$ cat config.mk
export PLATFORM = sky130hd
export DESIGN_NAME = fifo_param
export DESIGN_NICKNAME = d
export VERILOG_FILES = /design/src/rtl/fifo_param.sv
export SDC_FILE = /design/constraint.sdc
export NUM_CORES = 1
export LEC_CHECK = 0
export CORE_MARGIN = 2
export CORE_UTILIZATION = 30
export DETAILED_ROUTE_END_ITERATION = 6
export SLEW_MARGIN = 25
export SYNTH_ARGS = -nofsm -noshare
export SYNTH_HDL_FRONTEND = slang
export SYNTH_SLANG_ARGS = --single-unit
export TNS_END_PERCENT = 20
$ cat constraint.sdc
create_clock -name clk -period 3.25 [get_ports clk]
set_input_delay 0.8125 -clock clk [delete_from_list [all_inputs] [get_ports clk]]
set_output_delay 0.8125 -clock clk [all_outputs]
set_load 0.01 [all_outputs]
$ cat src/rtl/fifo_param.sv
// Parametrised single-clock FIFO with fill level, almost flags, run-time circular replay
// and selectable first-word-fallthrough. Sticky overflow/underflow only with FIFO_ERR_FLAGS_EN.
module fifo_param #(
  parameter int WIDTH                 = 32,
  parameter int DEPTH                 = 4,
  parameter int FIRSTWORD_FALLTHROUGH = 1,
  parameter int AFULL_LVL             = DEPTH - 1,
  parameter int AEMPTY_LVL            = 1
) (
  input  logic                       clk,
  input  logic                       reset,
  input  logic                       circular,
  input  logic                       write,
  input  logic [WIDTH-1:0]           datain,
  input  logic                       read,
  output logic [WIDTH-1:0]           dataout,
  output logic                       valid,
  output logic                       full,
  output logic                       empty,
  output logic                       almost_full,
  output logic                       almost_empty,
  output logic [$clog2(DEPTH+1)-1:0] count
`ifdef FIFO_ERR_FLAGS_EN
  ,
  output logic                       overflow,
  output logic                       underflow
`endif
);

  localparam int PW = (DEPTH > 1) ? $clog2(DEPTH) : 1;
  localparam int CW = $clog2(DEPTH + 1);

  logic [WIDTH-1:0] mem [DEPTH];

  logic [PW-1:0] wp_reg, wp_next;
  logic [PW-1:0] hp_reg, hp_next;
  logic [PW-1:0] rp_reg, rp_next;
  logic [CW-1:0] count_reg, count_next;
  logic [PW-1:0] last_ptr;
  logic [PW-1:0] rd_addr;
  logic          rd_ok, wr_ok, ovw;

  function automatic logic [PW-1:0] inc(input logic [PW-1:0] p);
    return (p == PW'(DEPTH - 1)) ? '0 : p + PW'(1);
  endfunction

  assign full         = (count_reg == CW'(DEPTH));
  assign empty        = (count_reg == '0);
  assign almost_full  = (count_reg >= CW'(AFULL_LVL));
  assign almost_empty = (count_reg <= CW'(AEMPTY_LVL));
  assign count        = count_reg;

  // Newest stored entry, used by replay to know when to wrap back to the head.
  assign last_ptr = (wp_reg == '0) ? PW'(DEPTH - 1) : wp_reg - PW'(1);
  assign rd_addr  = circular ? rp_reg : hp_reg;

  always_comb begin
    rd_ok      = read && !empty;
    ovw        = circular && full && write;
    wr_ok      = write && (!full || circular || rd_ok);
    wp_next    = wr_ok ? inc(wp_reg) : wp_reg;
    hp_next    = hp_reg;
    count_next = count_reg;
    rp_next    = rp_reg;

    if ((!circular && rd_ok) || ovw)
      hp_next = inc(hp_reg);

    if (circular) begin
      if (wr_ok && !full)
        count_next = count_reg + CW'(1);
    end else begin
      case ({wr_ok, rd_ok})
        2'b10:   count_next = count_reg + CW'(1);
        2'b01:   count_next = count_reg - CW'(1);
        default: count_next = count_reg;
      endcase
    end

    // Outside replay the replay pointer follows the head, which also performs the
    // reload on the edge where circular drops.
    if (!circular)
      rp_next = hp_next;
    else if (rd_ok)
      rp_next = (!full && rp_reg == last_ptr) ? hp_reg : inc(rp_reg);
    else if (ovw && rp_reg == hp_reg)
      rp_next = hp_next;
  end

  always_ff @(posedge clk) begin
    if (reset) begin
      wp_reg    <= '0;
      hp_reg    <= '0;
      rp_reg    <= '0;
      count_reg <= '0;
    end else begin
      wp_reg    <= wp_next;
      hp_reg    <= hp_next;
      rp_reg    <= rp_next;
      count_reg <= count_next;
    end
  end

  // Storage is deliberately not reset.
  always_ff @(posedge clk) begin
    if (!reset && wr_ok)
      mem[wp_reg] <= datain;
  end

  generate
    if (FIRSTWORD_FALLTHROUGH != 0) begin : g_fwft
      assign dataout = empty ? '0 : mem[rp_reg];
      assign valid   = !empty;
    end else begin : g_reg
      logic [WIDTH-1:0] dout_reg;
      logic             valid_reg;
      always_ff @(posedge clk) begin
        if (reset) begin
          dout_reg  <= '0;
          valid_reg <= 1'b0;
        end else begin
          valid_reg <= rd_ok;
          if (rd_ok)
            dout_reg <= mem[rd_addr];
        end
      end
      assign dataout = dout_reg;
      assign valid   = valid_reg;
    end
  endgenerate

`ifdef FIFO_ERR_FLAGS_EN
  logic overflow_reg, underflow_reg;
  always_ff @(posedge clk) begin
    if (reset) begin
      overflow_reg  <= 1'b0;
      underflow_reg <= 1'b0;
    end else begin
      if (write && !wr_ok)
        overflow_reg <= 1'b1;
      if (read && !rd_ok)
        underflow_reg <= 1'b1;
    end
  end
  assign overflow  = overflow_reg;
  assign underflow = underflow_reg;
`endif

endmodule

==> impl_metrics.ini <==
[die]
die_x_um = 142
pin_count = 77
die_y_um = 142
core_region_area_mm2 = 0.0187
start_util = 0.305
rows = 50
die_area_mm2 = 0.0202

[synthesis]
synth_flop_cell = edfxtp_1
synth_edf_count = 128
syn-mean-instance-area_um2 = 18.6
ys_warn_count = 0
synth_cell_types = 43
syn_nets = 355
synth_cells = 307
ys_seq_elements = 139
netlist_area_mm2 = 0.00571
synth-async-reset-ratio = 0
ys_seq_area_frac = 0.712

[worst_setup_path]
rr_endpoint = mem[1][13]$_DFFE_PP_
crit_arrival_ps = 2270
crit_family = buffers and inverters
cp_max_fo = 34
cp_slowest_cell = clkdlybuf4s50_1
cpPeakStageDelay_ps = 560
reg2reg_depth = 6
path_buf_inv = 3
timing.rr.start = count[0]$_SDFFE_PP0P_
cp-start-kind = flip-flop
rrSetupSlack_ps = 660
path_cells = inv_1 > ha_1 > nand2_2 > inv_6 > nor2b_1 > clkdlybuf4s50_1
crit_required_ps = 2440
endpoint_kind = output port
worstSetupPathType = reg2out

[clocking]
clock_path_buffers = 2
path_clk_slew_ps = 60
holdBufCountCts = 0
cts_setup_buffers = 0
cts_buffers = 17
worstSkewPairLatency_ps = 410
ctsRootBufferMaster = clkbuf_16
tritoncts = yes
cts_sinks = 139
cts_max_level = 4

[pwr]
power.total_mw = 4.82
p_per_area_mw_per_mm2 = 649
peakVddDrop_mv = 0.337
p_leak_nw = 2.42

[sta]
fin_tns_setup_ps = 0
worstMarginPinSlew_ps = 970
fmax_ghz = 0.324
clock-skew-final_ps = 8.67
finalCritPeriodShare = 0.948
slew_violations = 0
hold_violations = 0
post-route-min-period_ps = 3080
fin_ws_ps = 168
setup_viol = 0
relSlewSlack = 0.353
rsz0062_at_grt = no

[placement]
dp.cells = 612
hpwlAfterDp_um = 6710
dp_slack_ps = 300
place_congestion = 0.778
port_buffers = 76

[hold_path]
hp-class = reg2reg
hold_start = wp_reg[0]$_SDFFE_PP0N_
min_to = wp_reg[0]$_SDFFE_PP0N_
whs_path_depth = 2

[final_layout]
layout_common_cells = 128 x edfxtp_1, 76 x clkdlybuf4s50_1, 32 x mux4_2
areaGrowthSynthToFinish_pct = 30.1
fin_cells = 644
final_common_cell = edfxtp_1
finalNetCount = 445
finalCoreUtilization = 0.397
largest_register_ffs = 128
fillers = 1680
drive_gt1_frac = 0.215

[run]
drv_cap = 0

[detailed_routing]
drt_pre_antenna_iters = 4
final_antenna_net_count = 0
wire_per_inst_um = 17.2
drt_iter0_drc = 133
drt-total-wl_um = 11100
drc_errors = 0
vias = 2964
via_per_inst = 4.60

[global_routing]
gr-total-overflow = 0
grt_usage = 0.118
grt_pass1_vias = 3135
grt_max_degree = 35
grt_first_pass_wirelength_um = 17600
antenna_found_initial = 1

[status]
status = finished, final reports clean
-- routing by layer --
metal,part of all wire,track usage,vias up
li1,-,-,1389
met1,0.46,0.154,1496
met2,0.48,0.184,63
met3,0.040,0.0363,16
met4,0.019,0.0526,0
met5,0,0,-
-- cell usage after synthesis, types with 5 or more instances --
| cell type | instances | area (um^2) |
|---|---|---|
| clkbuf_1 | 7 | 26.3 |
| dfxtp_1 | 11 | 220 |
| edfxtp_1 | 128 | 3840 |
| ha_1 | 11 | 138 |
| inv_1 | 7 | 26.3 |
| mux4_2 | 32 | 721 |
| nand2_1 | 5 | 18.8 |
| nor2_1 | 10 | 37.5 |
| nor2b_1 | 32 | 200 |
| nor3_1 | 7 | 35.0 |
-- timing repair --
action	CTS	global route
setup endpoints to repair	33	10
resized for setup	1	3
pin swaps	0	0
-- worst min-delay path: cells and delay by family, from the launching register on --
kind / cells / cell delay [ps]
DFF: 1 / 370
AOI/OAI and AO/OA: 1 / 60
and+or+nand+nor: 1 / 80
-- kinds of logic after synthesis --
kind of cell,Yosys count,synth area share
AOI/OAI and AO/OA,21,0.0307
xor gates and xnor gates,4,0.00614
adders and majority gates,11,0.0241
buffers and inverters,23,0.0186
DFF,139,0.712
muxes,39,0.139
and+or+nand+nor,70,0.0697
-- cell type report --
class                           count  area (um^2)  area share
Multi-Input combinational cell    145         1550       0.208
Tap cell                          234          293      0.0394
Clock buffer                       18          429      0.0577
Sequential cell                   139         4070       0.547
Antenna cell                        1         2.50    0.000337
Timing Repair Buffer               85          832       0.112
Inverter                            9         38.8     0.00522
Clock inverter                     13          223      0.0300
-- worst max-delay path by stage --
| stage | depth (start not counted) | slack, ps | startpoint | end |
|---|---|---|---|---|
| finish | 6 | 170 | count[0]$_SDFFE_PP0P_ | dataout[21] |
| global route | 6 | 5 | count[0]$_SDFFE_PP0P_ | dataout[20] |
| CTS | 4 | 50 | flip-flop | dataout[2] |
| detailed placement | 4 | 300 | read | mem[2][20]$_DFFE_PP_ |
| global placement | 4 | 380 | read | mem[1][20]$_DFFE_PP_ |
| floorplan | 4 | 630 | write | mem[0][0]$_DFFE_PP_ |
-- power breakdown --
| group | switching, mW | internal, mW |
|---|---|---|
| registers | 0.0242 | 2.01 |
| clock network | 0.710 | 1.43 |
| logic | 0.299 | 0.349 |
-- per-stage QoR --
stage               hold WS [ps]  instance area [um^2]
floorplan                    502                  5710
global placement             530                  6770
global route                 599                  7430
CTS                          559                  7420
finish                       558                  7430
detailed placement           549                  6770
Note: power is estimated with default switching activity, not from simulation.
